<file path="src/rtl/spi_rom_streamer_if.sv">
// Host/flash-side bundle for spi_rom_streamer. The streamer itself is the SPI master;
// the slave view belongs to the host issuing requests and the flash answering on miso.
interface spi_rom_streamer_if #(
    parameter int ADDR_W = 24
);
    logic              start;
    logic [ADDR_W-1:0] start_addr;
    logic [21:0]       length;
    logic              spi_cs_n;
    logic              spi_sck;
    logic              spi_mosi;
    logic              spi_miso;
    logic [7:0]        out_data;
    logic              out_strobe;
    logic              busy;
    logic              done;

    modport master (
        input  start, start_addr, length, spi_miso,
        output spi_cs_n, spi_sck, spi_mosi, out_data, out_strobe, busy, done
    );

    modport slave (
        output start, start_addr, length, spi_miso,
        input  spi_cs_n, spi_sck, spi_mosi, out_data, out_strobe, busy, done
    );
endinterface

</file>
<file path="src/rtl/spi_rom_streamer.sv">
// Streams a ROM image out of SPI NOR flash (mode 0) as one strobed byte per transfer.
// Define SPI_FASTREAD_EN for FAST_READ (0x0B) with 8 dummy clocks; default is READ (0x03).
module spi_rom_streamer #(
    parameter int CLK_DIV = 2,
    parameter int ADDR_W  = 24
) (
    input  logic clk,
    input  logic reset,
    spi_rom_streamer_if.master bus
);
    localparam int               DIV_W     = (CLK_DIV > 1) ? $clog2(CLK_DIV) : 1;
    localparam logic [DIV_W-1:0] DIV_LAST  = DIV_W'(CLK_DIV - 1);
    localparam int               TX_W      = 8 + ADDR_W;
    localparam logic [4:0]       ADDR_LAST = 5'(ADDR_W - 1);
`ifdef SPI_FASTREAD_EN
    localparam logic [7:0]       READ_CMD  = 8'h0B;
`else
    localparam logic [7:0]       READ_CMD  = 8'h03;
`endif

    typedef enum logic [2:0] {IDLE, CMD, ADDR, DUMMY, DATA} state_t;

    state_t           state;
    logic [DIV_W-1:0] div;
    logic [4:0]       bit_cnt;
    logic [21:0]      remain;
    logic [TX_W-1:0]  tx_sr;
    logic [7:0]       rx_sr;
    logic             cs_n_q;
    logic             sck_q;
    logic             mosi_q;
    logic [7:0]       data_q;
    logic             strobe_q;
    logic             busy_q;
    logic             done_q;

    assign bus.spi_cs_n   = cs_n_q;
    assign bus.spi_sck    = sck_q;
    assign bus.spi_mosi   = mosi_q;
    assign bus.out_data   = data_q;
    assign bus.out_strobe = strobe_q;
    assign bus.busy       = busy_q;
    assign bus.done       = done_q;

    always_ff @(posedge clk) begin
        strobe_q <= 1'b0;
        done_q   <= 1'b0;
        if (reset) begin
            state   <= IDLE;
            cs_n_q  <= 1'b1;
            sck_q   <= 1'b0;
            mosi_q  <= 1'b0;
            data_q  <= 8'h00;
            busy_q  <= 1'b0;
            div     <= '0;
            bit_cnt <= '0;
            remain  <= '0;
        end else begin
            case (state)
                IDLE: begin
                    if (bus.start) begin
                        if (bus.length == 22'd0) begin
                            done_q <= 1'b1;
                        end else begin
                            remain  <= bus.length;
                            tx_sr   <= {READ_CMD, bus.start_addr};
                            cs_n_q  <= 1'b0;
                            mosi_q  <= READ_CMD[7];
                            busy_q  <= 1'b1;
                            sck_q   <= 1'b0;
                            div     <= '0;
                            bit_cnt <= '0;
                            state   <= CMD;
                        end
                    end
                end
                default: begin
                    if (div != DIV_LAST) begin
                        div <= div + DIV_W'(1);
                    end else begin
                        div   <= '0;
                        sck_q <= ~sck_q;
                        if (!sck_q) begin
                            // Rising sck: flash has held miso stable since the previous fall.
                            if (state == DATA)
                                rx_sr <= {rx_sr[6:0], bus.spi_miso};
                        end else begin
                            // Falling sck closes a bit: advance phase and present the next mosi bit.
                            bit_cnt <= bit_cnt + 5'd1;
                            case (state)
                                CMD: begin
                                    mosi_q <= tx_sr[TX_W-2];
                                    tx_sr  <= tx_sr << 1;
                                    if (bit_cnt == 5'd7) begin
                                        bit_cnt <= '0;
                                        state   <= ADDR;
                                    end
                                end
                                ADDR: begin
                                    if (bit_cnt == ADDR_LAST) begin
                                        bit_cnt <= '0;
                                        mosi_q  <= 1'b0;
`ifdef SPI_FASTREAD_EN
                                        state   <= DUMMY;
`else
                                        state   <= DATA;
`endif
                                    end else begin
                                        mosi_q <= tx_sr[TX_W-2];
                                        tx_sr  <= tx_sr << 1;
                                    end
                                end
                                DUMMY: begin
                                    if (bit_cnt == 5'd7) begin
                                        bit_cnt <= '0;
                                        state   <= DATA;
                                    end
                                end
                                DATA: begin
                                    if (bit_cnt == 5'd7) begin
                                        bit_cnt  <= '0;
                                        data_q   <= rx_sr;
                                        strobe_q <= 1'b1;
                                        remain   <= remain - 22'd1;
                                        if (remain == 22'd1) begin
                                            state  <= IDLE;
                                            cs_n_q <= 1'b1;
                                            busy_q <= 1'b0;
                                            done_q <= 1'b1;
                                        end
                                    end
                                end
                                default: state <= IDLE;
                            endcase
                        end
                    end
                end
            endcase
        end
    end
endmodule

</file>
<file path="src/flat_wrapper.sv">
// flat-port wrapper written by rule: the top's interface ports become plain ports
module spi_rom_streamer_flat 
#(
    parameter int CLK_DIV = 2,
    parameter int ADDR_W  = 24
)
  (clk, reset, bus_start, bus_start_addr, bus_length, bus_spi_miso, bus_spi_cs_n, bus_spi_sck, bus_spi_mosi, bus_out_data, bus_out_strobe, bus_busy, bus_done);
  spi_rom_streamer_if #(.ADDR_W(ADDR_W)) bus_i ();
  input  logic clk;
  input  logic reset;
  input wire logic [$bits(bus_i.start)-1:0] bus_start;
  input wire logic [$bits(bus_i.start_addr)-1:0] bus_start_addr;
  input wire logic [$bits(bus_i.length)-1:0] bus_length;
  input wire logic [$bits(bus_i.spi_miso)-1:0] bus_spi_miso;
  output wire logic [$bits(bus_i.spi_cs_n)-1:0] bus_spi_cs_n;
  output wire logic [$bits(bus_i.spi_sck)-1:0] bus_spi_sck;
  output wire logic [$bits(bus_i.spi_mosi)-1:0] bus_spi_mosi;
  output wire logic [$bits(bus_i.out_data)-1:0] bus_out_data;
  output wire logic [$bits(bus_i.out_strobe)-1:0] bus_out_strobe;
  output wire logic [$bits(bus_i.busy)-1:0] bus_busy;
  output wire logic [$bits(bus_i.done)-1:0] bus_done;
  assign bus_i.start = bus_start;
  assign bus_i.start_addr = bus_start_addr;
  assign bus_i.length = bus_length;
  assign bus_i.spi_miso = bus_spi_miso;
  assign bus_spi_cs_n = bus_i.spi_cs_n;
  assign bus_spi_sck = bus_i.spi_sck;
  assign bus_spi_mosi = bus_i.spi_mosi;
  assign bus_out_data = bus_i.out_data;
  assign bus_out_strobe = bus_i.out_strobe;
  assign bus_busy = bus_i.busy;
  assign bus_done = bus_i.done;
  spi_rom_streamer #(.CLK_DIV(CLK_DIV), .ADDR_W(ADDR_W)) u_core (.clk(clk), .reset(reset), .bus(bus_i));
endmodule
</file>
<file path="config.mk">
export PLATFORM = sky130hd
export DESIGN_NAME = spi_rom_streamer_flat
export DESIGN_NICKNAME = d
export VERILOG_FILES = /design/src/rtl/spi_rom_streamer_if.sv /design/src/rtl/spi_rom_streamer.sv /design/src/flat_wrapper.sv
export SDC_FILE = /design/constraint.sdc
export NUM_CORES = 1
export LEC_CHECK = 0
export BUFFER_PORTS_ARGS = -buffer_cell sky130_fd_sc_hd__buf_2
export CORE_ASPECT_RATIO = 1.1
export CORE_MARGIN = 3
export CORE_UTILIZATION = 57
export DETAILED_ROUTE_END_ITERATION = 10
export HOLD_SLACK_MARGIN = 0.1
export PLACE_DENSITY_LB_ADDON = 0.08
export SLEW_MARGIN = 30
export SYNTH_ARGS = -nofsm -noshare
export SYNTH_HDL_FRONTEND = slang
export SYNTH_SLANG_ARGS = --single-unit
export TNS_END_PERCENT = 5
</file>
<file path="constraint.sdc">
create_clock -name clk -period 7.99 [get_ports clk]
set_clock_uncertainty 0.2 [all_clocks]
set_input_delay 0.3995 -clock clk [delete_from_list [all_inputs] [get_ports clk]]
set_output_delay 0.3995 -clock clk [all_outputs]
set_load 0.03 [all_outputs]
</file>
; Word-level counts from Yosys, hierarchy flattened
; Cells that the tools add are included.
[totals]
output_inout_bits = 14
register_bits = 84
input_bits = 50
[classes]
reduce_logical = 20
n_eq_ne = 15
n_addsub = 3
bitwise = 5
mux = 67
[op_table]
columns = op, count
row1 = 31-bit 2-to-1 mux, 6
row2 = 22-bit 2-to-1 mux, 7
row3 = 31-bit one-hot mux with 2 select lines, 1
row4 = 5-bit 2-to-1 mux, 7
row5 = 1-bit 2-to-1 mux, 33
row6 = 3-bit 2-to-1 mux, 10
row7 = "22-bit by 1-bit equality test with 1-bit output, second input constant", 1
row8 = 22-bit zero test, 1
row9 = "22-bit by 1-bit subtractor with 22-bit output, second input constant", 1
row10 = 5-bit AND reduction, 3
row11 = 7-bit AND reduction, 2
row12 = 3-bit one-hot mux with 4 select lines, 1
row13 = 5-bit one-hot mux with 2 select lines, 1
row14 = 2-bit nonzero test, 5
row15 = "3-bit by 1-bit inequality test with 1-bit output, second input constant", 3
row16 = "3-bit inequality test, second input constant", 3
row17 = 9-bit AND reduction, 1
row18 = "3-bit by 2-bit equality test with 1-bit output, second input constant", 2
row19 = 6-bit AND reduction, 1
row20 = "5-bit by 1-bit adder with 5-bit output, second input constant", 1
row21 = "5-bit by 3-bit equality test with 1-bit output, second input constant", 1
row22 = "5-bit equality test, second input constant", 1
row23 = 1-bit NOT, 5
row24 = 5-bit OR reduction, 1
row25 = 11 further kinds, 12

; Logic depth before layout (Yosys ltp)
; Gate-level depths: netlist of run 1.
[depth]
ltp_word = 7
mapped_depth = 8
mapped_depth_nobuf = 6

; Worst setup path before layout of run 1
; Ideal clock, no wire load.
[synth_path]
path_kind = reg-to-reg
start = register u_core.sck_q, in the netlist u_core.bus.spi_sck
end = register u_core.tx_sr[0] (enable)
t_arrival_ps = 6186
required_time_ps = 7202
period_less_slack_ps = 6974
path_stages_with_launch = 6
slack_ps = 1016
setup_time_ps = 588
cell_sequence = dfxtp_1 > clkbuf_1 > o311a_1 > a21o_1 > o21ai_1 > a2111oi_0
[synth_via]
elab_chain_cells = 2
[synth_rtl]
columns = element, line_no
row1 = "start, declared", spi_rom_streamer.sv:30  ; logic sck_q;
row2 = "start signal, assigned", spi_rom_streamer.sv:82  ; sck_q <= ~sck_q;
row3 = 2-bit nonzero test (no line), n/a
row4 = 7-bit AND reduction (no line), n/a
row5 = "end signal, assigned", spi_rom_streamer.sv:66  ; tx_sr <= {READ_CMD, bus.start_addr};
row6 = "end signal, assigned", spi_rom_streamer.sv:93  ; tx_sr <= tx_sr << 1;
row7 = "end signal, assigned", spi_rom_streamer.sv:110  ; tx_sr <= tx_sr << 1;
row8 = "end, declared", spi_rom_streamer.sv:27  ; logic [TX_W-1:0] tx_sr;
; No other way between the ends.
; A chain may end at the register's enable or synchronous reset.

; Worst setup path after layout of run 1
[layout_path]
start = register u_core.state[2]
end = register u_core.remain[16]
[layout_via]
elab_chain_cells = 3
elab_cells_between_ends = 10
[layout_rtl]
columns = element, line_no
row1 = "start, declared", spi_rom_streamer.sv:23  ; state_t state;
row2 = "start signal, assigned", spi_rom_streamer.sv:49  ; state <= IDLE;
row3 = "start signal, assigned", spi_rom_streamer.sv:73  ; state <= CMD;
row4 = "start signal, assigned", spi_rom_streamer.sv:96  ; state <= ADDR;
row5 = 3-bit equality test or 3-bit zero test (tied branches), "spi_rom_streamer.sv:90, spi_rom_streamer.sv:59"
row6 = 2-bit nonzero test (no line) or 2-bit inequality test (tied branches), n/a
row7 = 6-bit AND reduction (no line), n/a
row8 = "end signal, assigned", spi_rom_streamer.sv:65  ; remain <= bus.length;
row9 = "end signal, assigned", spi_rom_streamer.sv:124  ; remain <= remain - 22'd1;
row10 = "end, declared", spi_rom_streamer.sv:26  ; logic [21:0] remain;
; Several ways; a longest one is shown, not always the timed one.

==> results of run 1 <==
per-stage QoR:
step                hold WS, ns  util, %  total power [mW]
detailed placement        0.238     65.5              1.51
floorplan                 0.226        -              1.32
CTS                       0.102     70.8              1.80
global placement          0.239     65.5              1.48
finish                    0.114     70.8              1.81
global route              0.113     70.8              1.95
synth_stat cells, types with 3 or more instances:
| cell | count |
|---|---|
| o21ai_0 | 35 |
| nand3_1 | 11 |
| a31o_2 | 4 |
| edfxtp_1 | 39 |
| nor4_1 | 11 |
| buf_2 | 3 |
| buf_1 | 6 |
| nor3_1 | 13 |
| o31ai_1 | 5 |
| or4_1 | 8 |
| dfxtp_1 | 45 |
| o21a_1 | 6 |
| nor2_1 | 28 |
| inv_1 | 4 |
| mux2i_1 | 10 |
| o22ai_1 | 3 |
| nand2b_1 | 5 |
| nand4_1 | 4 |
| nand2_1 | 108 |
| a31oi_1 | 4 |
| and2_1 | 8 |
| or3_1 | 5 |
| a21oi_1 | 33 |
| ha_1 | 3 |
| clkbuf_1 | 20 |
| or2_2 | 3 |
report_power, final:
group | total, mW | leakage (nW) | switching [mW] | internal (mW)
registers | 0.667 | 0.726 | 0.0806 | 0.587
logic | 0.862 | 1.14 | 0.569 | 0.293
clock network | 0.283 | 0.0906 | 0.166 | 0.117
total | 1.81 | 1.96 | 0.815 | 0.997
cells in the final DEF, fill, tap and decap left out, types with 5 or more instances in the layout:
cell type      count
nand2_1          108
buf_2             63
dfxtp_1           45
edfxtp_1          39
o21ai_0           35
a21oi_1           33
nor2_1            28
dlygate4sd3_1     18
nor3_1            12
nor4_1            11
nand3_1           11
mux2i_1           10
clkbuf_8           9
and2_1             8
or4_1              8
o21a_1             6
or3_1              5
nand2b_1           5
o31ai_1            5
registers in the layout (all words and copies together), names as in the netlist:
signal / flops
u_core.rx_sr: 8
u_core.bus.done: 1
u_core.bus.busy: 1
u_core.bus.out_strobe: 1
u_core.remain: 22
u_core.bus.out_data: 8
u_core.bus.spi_cs_n: 1
u_core.tx_sr: 31
u_core.div: 1
u_core.state: 3
u_core.bus.spi_mosi: 1
u_core.bit_cnt: 5
u_core.bus.spi_sck: 1
repair_timing:
| action | CTS | global route |
|---|---|---|
| hold buffers | 18 | 0 |
| gates resized for setup | 0 | 0 |
| hold endpoints to repair | 18 | 0 |
layer usage:
metal | track usage, % | part of all wire, % | vias to the layer above | routed length [um]
met1 | 33.1 | 43 | 1782 | 4240
met2 | 39.4 | 49 | 148 | 4850
li1 | - | - | 1816 | -
met5 | 0 | 0 | - | 0
met3 | 3.75 | 7.2 | 11 | 712
met4 | 9.61 | 1.3 | 0 | 126
layout make-up:
cell class,count,share of cell area (%)
clock inverters,7,1.17
repair buffers,85,10.9
flip-flops and latches,84,43.1
well taps,82,2.14
clock buffers,9,2.58
inverters,5,0.391
multi-input cells,345,39.6
worst min-delay path by stage:
| stage | from | to | cells after the start | slack, ns |
|---|---|---|---|---|
| after global routing | bus_start_addr[15] | u_core.tx_sr[15] | 3 | 0.11 |
| after detailed placement | u_core.rx_sr[1] | u_core.rx_sr[2] | 0 | 0.24 |
| final | bus_start_addr[20] | u_core.tx_sr[20] | 3 | 0.11 |
| after CTS | bus_start_addr[21] | u_core.tx_sr[21] | 3 | 0.10 |
| after floorplan | u_core.rx_sr[0] | u_core.rx_sr[1] | 0 | 0.23 |
| after global placement | u_core.rx_sr[0] | u_core.rx_sr[1] | 0 | 0.24 |
cell families (layout without fill, tap and decap cells):
family / Yosys count / in the layout
buf+inv: 35 / 106
compound gates: 113 / 113
simple gates: 218 / 218
fa+ha+maj: 3 / 3
flops: 84 / 84
mux: 11 / 11
worst min-delay path, cell delays in order:
cell and delay [ns]:
buf_2 0.08, nand2_1 0.04, nand2_1 0.04
==> flow_summary.yaml, run 1 <==
status:
  status: "finished, final reports clean"
synthesis:
  syn_area_um2: 4100
  synth-compound-area-share_pct: 17.0
  synth_simple_gate_area_share_pct: 25.4
  synthTopCellsByArea: "edfxtp_1 (29%), dfxtp_1 (22%), nand2_1 (9.9%)"
  synth_top_cell_by_area: "edfxtp_1"
  netlist-cell-type-count: 58
  synth_mux_area_share_pct: 2.72
  synth-xor-area-share_pct: 0
  avgSynthCellArea_um2: 8.84
  ys.flop_type: "dfxtp_1"
  seq_area_frac_synth_pct: 50.5
  yosys_warnings: 0
  synth_top_area_share_pct: 28.6
  synth_nets: 517
  synth_fa_ha_area_share_pct: 0.915
  async_flop_share_pct: 0
  synth-edff-count: 39
  synthesis.instances: 464
  synth_top_family_by_area: "simple AND/OR/NAND/NOR gates"
  synth-seq-cells: 84
grt:
  grt_pass1_vias: 3533
  grt_max_degree: 75
  overflow: 0
  grtUsageTotal_pct: 24.5
  antenna_found_initial: 0
  grt_pass1_wl_mm: 16.1
detailed_routing:
  drc: 0
  drt_iter0_drc: 317
  num_vias: 3757
  postRouteAntennaNets: 0
  totalWireLength_mm: 9.93
  via_per_inst: 6.09
  wire_per_inst_um: 16.1
  drt-pass1-iter-count: 4
sta:
  tns_ns: 0
  max_freq_mhz: 292
  slew_headroom_pct: 39.3
  tightestPinTransition_ns: 0.903
  fin_crit_sh_pct: 42.8
  rsz0062_at_grt: "no"
  hold_violations: 0
  slew_viol_final: 0
  setup_slack_ns: 4.57
  setup_viol: 0
  period_minus_slack_ns: 3.42
setup_path:
  worstPathMaxFanout: 74
  end_kind: "flop"
  startpoint_type: "flop"
  crit_slowest_cell: "o211ai_1"
  worstSetupPathType: "flop to flop"
  crit_end: "u_core.remain[16]"
  crit_chain: "nor3_2, buf_4, nand3_1, o211ai_1, buf_4, nor3_1, a31o_2"
  worst-path-stages: 7
  r2r_start: "u_core.state[2]"
  max_stage_delay_ns: 0.81
  path_buf_inv: 2
  reg2reg_depth: 7
  crit_top_cell: "buf_4"
  reg2reg_slack_ns: 4.57
  arrival_ns: 3.47
  crit_start: "u_core.state[2]"
  r2r-end: "u_core.remain[16]"
  cp.required_ns: 8.04
  cp_top_family: "compound AO/OA/AOI/OAI gates"
job:
  cap_viol_max_count: 0
floorplan:
  die_h_um: 95.0
  fp.coreArea_um2: 6790
  die_w_um: 86.9
  die-area_um2: 8250
  initial_utilization_pct: 60.4
  ioPinCount: 64
  rows: 31
placement:
  numPortBuffers: 63
  gp_congestion: 0.878
  pre_cts_ws_ns: 4.60
  hpwl_mm: 6.30
  placed_cell_area_um2: 4440
  dp.cells: 583
clock_network:
  cts_tree: "yes"
  cts_buffer_depth: 2
  htreeDepth: 3
  clock-root-buffer: "clkbuf_8"
  cts_buffers: 9
  cts_sinks: 84
  clkTransAtPathRegs_ns: 0.08
  post-cts-setup-buffers: 0
  insertion_delay_ns: 0.36
power:
  p_per_area_nw_per_um2: 377
  irDropWorstVdd_uv: 286
  p_leak_nw: 1.96
cells_and_area:
  drive_gt1_share_pct: 18.7
  design_area_um2: 4800
  nFillCells: 524
  multiInputGateArea_um2: 1900
  layoutNonFillerInstCount: 617
  final_nets: 583
  regArea_um2: 2070
  syn2layout_area_growth_pct: 17.1
  antennaDiodeCount: 0
worst_hold_path:
  hp-class: "primary input to flop"
No activity file was read; power rests on OpenSTA's default activity.
==> run 2: changes to the inputs <==
ABC_AREA = 1   (was default)
clock period = 3.5 ns   (was 7.99 ns; I/O delays follow)
==> run 2 against run 1 <==
Compared with the run above:
- via count up 8.6%
- clock power rose to 2.7 times the previous value
- global-route usage up 1.4 points
- worst setup slack worse by 4.1 ns
- combinational power up 130%
- critical path depth up 6
- non-clock buffer count up 35
- core utilization up 5.1 points
- final area up 14%
- largest power group unchanged
- highest routed layer unchanged
==> flow_summary.yaml, run 2 <==
synthesis:
  yosys_warnings: 0
  synth-edff-count: 39
  async_flop_share_pct: 0
  synthesis.instances: 577
  seq_area_frac_synth_pct: 47.5
  synth-seq-cells: 84
  avgSynthCellArea_um2: 7.55
  synth_nets: 630
  netlist-cell-type-count: 39
  ys.flop_type: "dfxtp_1"
  synth.most_common_cell: "nand2_1"
  syn_area_um2: 4360
  synthTopCellsByArea: "edfxtp_1 (27%), dfxtp_1 (21%), nand2_1 (15%)"
  synth_top_area_share_pct: 26.9
  synth_common_cells: "nand2_1 (169), nor2_1 (93), inv_1 (52), dfxtp_1 (45), edfxtp_1 (39)"
  synth_top_cell_by_area: "edfxtp_1"
cells_and_area:
  final_nets: 742
  top_register: "u_core.tx_sr"
  layoutNonFillerInstCount: 779
  multiInputGateArea_um2: 1960
  nFillCells: 577
  regArea_um2: 2070
  design_area_um2: 5470
  syn2layout_area_growth_pct: 25.5
  drive_gt1_share_pct: 18.2
  largest_reg_flops: 31
  fin_util_pct: 75.9
  reg.largest.list: "u_core.tx_sr x31, u_core.remain x22"
  antennaDiodeCount: 0
  layout_common_cells: "nand2_1 (169), nor2_1 (93), buf_2 (63)"
  layout_commonest_cell: "nand2_1"
sta:
  period_minus_slack_ns: 3.02
  setup_viol: 0
  fin_crit_sh_pct: 86.3
  max_freq_mhz: 331
  slew_viol_final: 0
  rsz0062_at_grt: "no"
  tns_ns: 0
  setup_slack_ns: 0.478
  hold_slack_ns: 0.252
  slew_headroom_pct: 63.1
  hold_violations: 0
  tightestPinTransition_ns: 0.553
setup_path:
  startpoint_type: "flop"
  arrival_ns: 3.08
  cp.required_ns: 3.56
  worstSetupPathType: "flop to flop"
  end_kind: "flop"
  worstPathMaxFanout: 49
placement:
  pre_cts_ws_ns: 0.861
  hpwl_mm: 6.45
  placed_cell_area_um2: 4710
  numPortBuffers: 63
  gp_congestion: 0.883
  dp.cells: 709
detailed_routing:
  num_vias: 4081
  drt-pass1-iter-count: 6
  drt_iter0_drc: 252
  via_per_inst: 5.24
  postRouteAntennaNets: 0
  totalWireLength_mm: 10.5
  wire_per_inst_um: 13.5
  drc: 0
floorplan:
  die-area_um2: 8730
  die_w_um: 89.4
  initial_utilization_pct: 60.5
  ioPinCount: 64
  fp.coreArea_um2: 7210
  rows: 32
  die_h_um: 97.7
clock_network:
  cts_tree: "yes"
  insertion_delay_ns: 0.36
  cts_buffer_depth: 2
  clock-root-buffer: "clkbuf_8"
  cts_resized: 0
  htreeDepth: 3
  cts_sinks: 84
  cts_buffers: 9
  cts_hold_buf: 54
  clkTransAtPathRegs_ns: 0.09
  post-cts-setup-buffers: 0
power:
  p_leak_nw: 2.49
  p_per_area_nw_per_um2: 788
  power_mw: 4.31
  irDropWorstVdd_uv: 523
grt:
  grt_pass1_vias: 3975
  grt_max_degree: 50
  grt_pass1_wl_mm: 17.9
  grtUsageTotal_pct: 25.9
  antenna_found_initial: 0
  overflow: 0
job:
  cap_viol_max_count: 0
status:
  status: "finished, final reports clean"
worst_hold_path:
  hp-class: "primary input to flop"
## run 2: cell types whose count changed after synthesis, moves of 10 or more
cell / delta
nor2_1: +65
nand2_1: +61
inv_1: +48
nand3_1: +20
a21oi_1: -16
clkbuf_1: -15
o21ai_1: +11
nor4_1: -10
## run 2: cell families (layout without fill, tap and decap cells)
logic type	after synthesis	count (layout)	synth area share, %
compound gates	71	71	9.30
buf+inv	79	196	7.72
flops	84	84	47.5
fa+ha+maj	3	3	0.861
mux	2	2	0.459
xor+xnor	7	7	1.41
simple gates	331	331	32.7
## run 2: final timing paths
check | startpoint | to | slack, ns | cells after the start
min reg2reg | u_core.rx_sr[6] | u_core.rx_sr[7] | 0.26 | 0
min | bus_length[4] | u_core.div | 0.25 | 8
max reg2reg | u_core.state[0] | u_core.remain[21] | 0.48 | 13
max | u_core.state[0] | u_core.remain[21] | 0.48 | 13
## run 2: per-layer routing
layer,global-route usage [%],routed length (um),up-vias
li1,-,-,2066
met1,32.3,4500,1855
met2,42.6,5180,132
met3,5.85,549,28
met4,10.8,287,0
met5,0,0,-
## run 2: final cells by class
cell class / count / share of cell area (%)
clock inverters: 6 / 1.35
repair buffers: 120 / 16.1
flip-flops and latches: 84 / 37.9
clock buffers: 10 / 2.72
inverters: 60 / 4.19
multi-input cells: 414 / 35.8
well taps: 85 / 1.94
## run 2: power by group
| group | internal, mW | total, mW | leakage [nW] | switching (mW) |
|---|---|---|---|---|
| clock | 0.385 | 0.769 | 0.115 | 0.384 |
| combinational | 0.677 | 1.99 | 1.65 | 1.31 |
| sequential | 1.38 | 1.55 | 0.726 | 0.169 |
## run 2: worst max-delay path: stages (launching register included)
cell and delay [ns]:
dfxtp_1 0.35, inv_2 0.08, nand2_2 0.08, inv_2 0.09, nand2_4 0.29, nand2_2 0.20
nand2_1 0.09, clkinv_2 0.07, nand2_2 0.09, nor2_8 0.44, inv_4 0.18, nand2_1 0.12
a21oi_2 0.06, dlygate4sd3_1 0.56
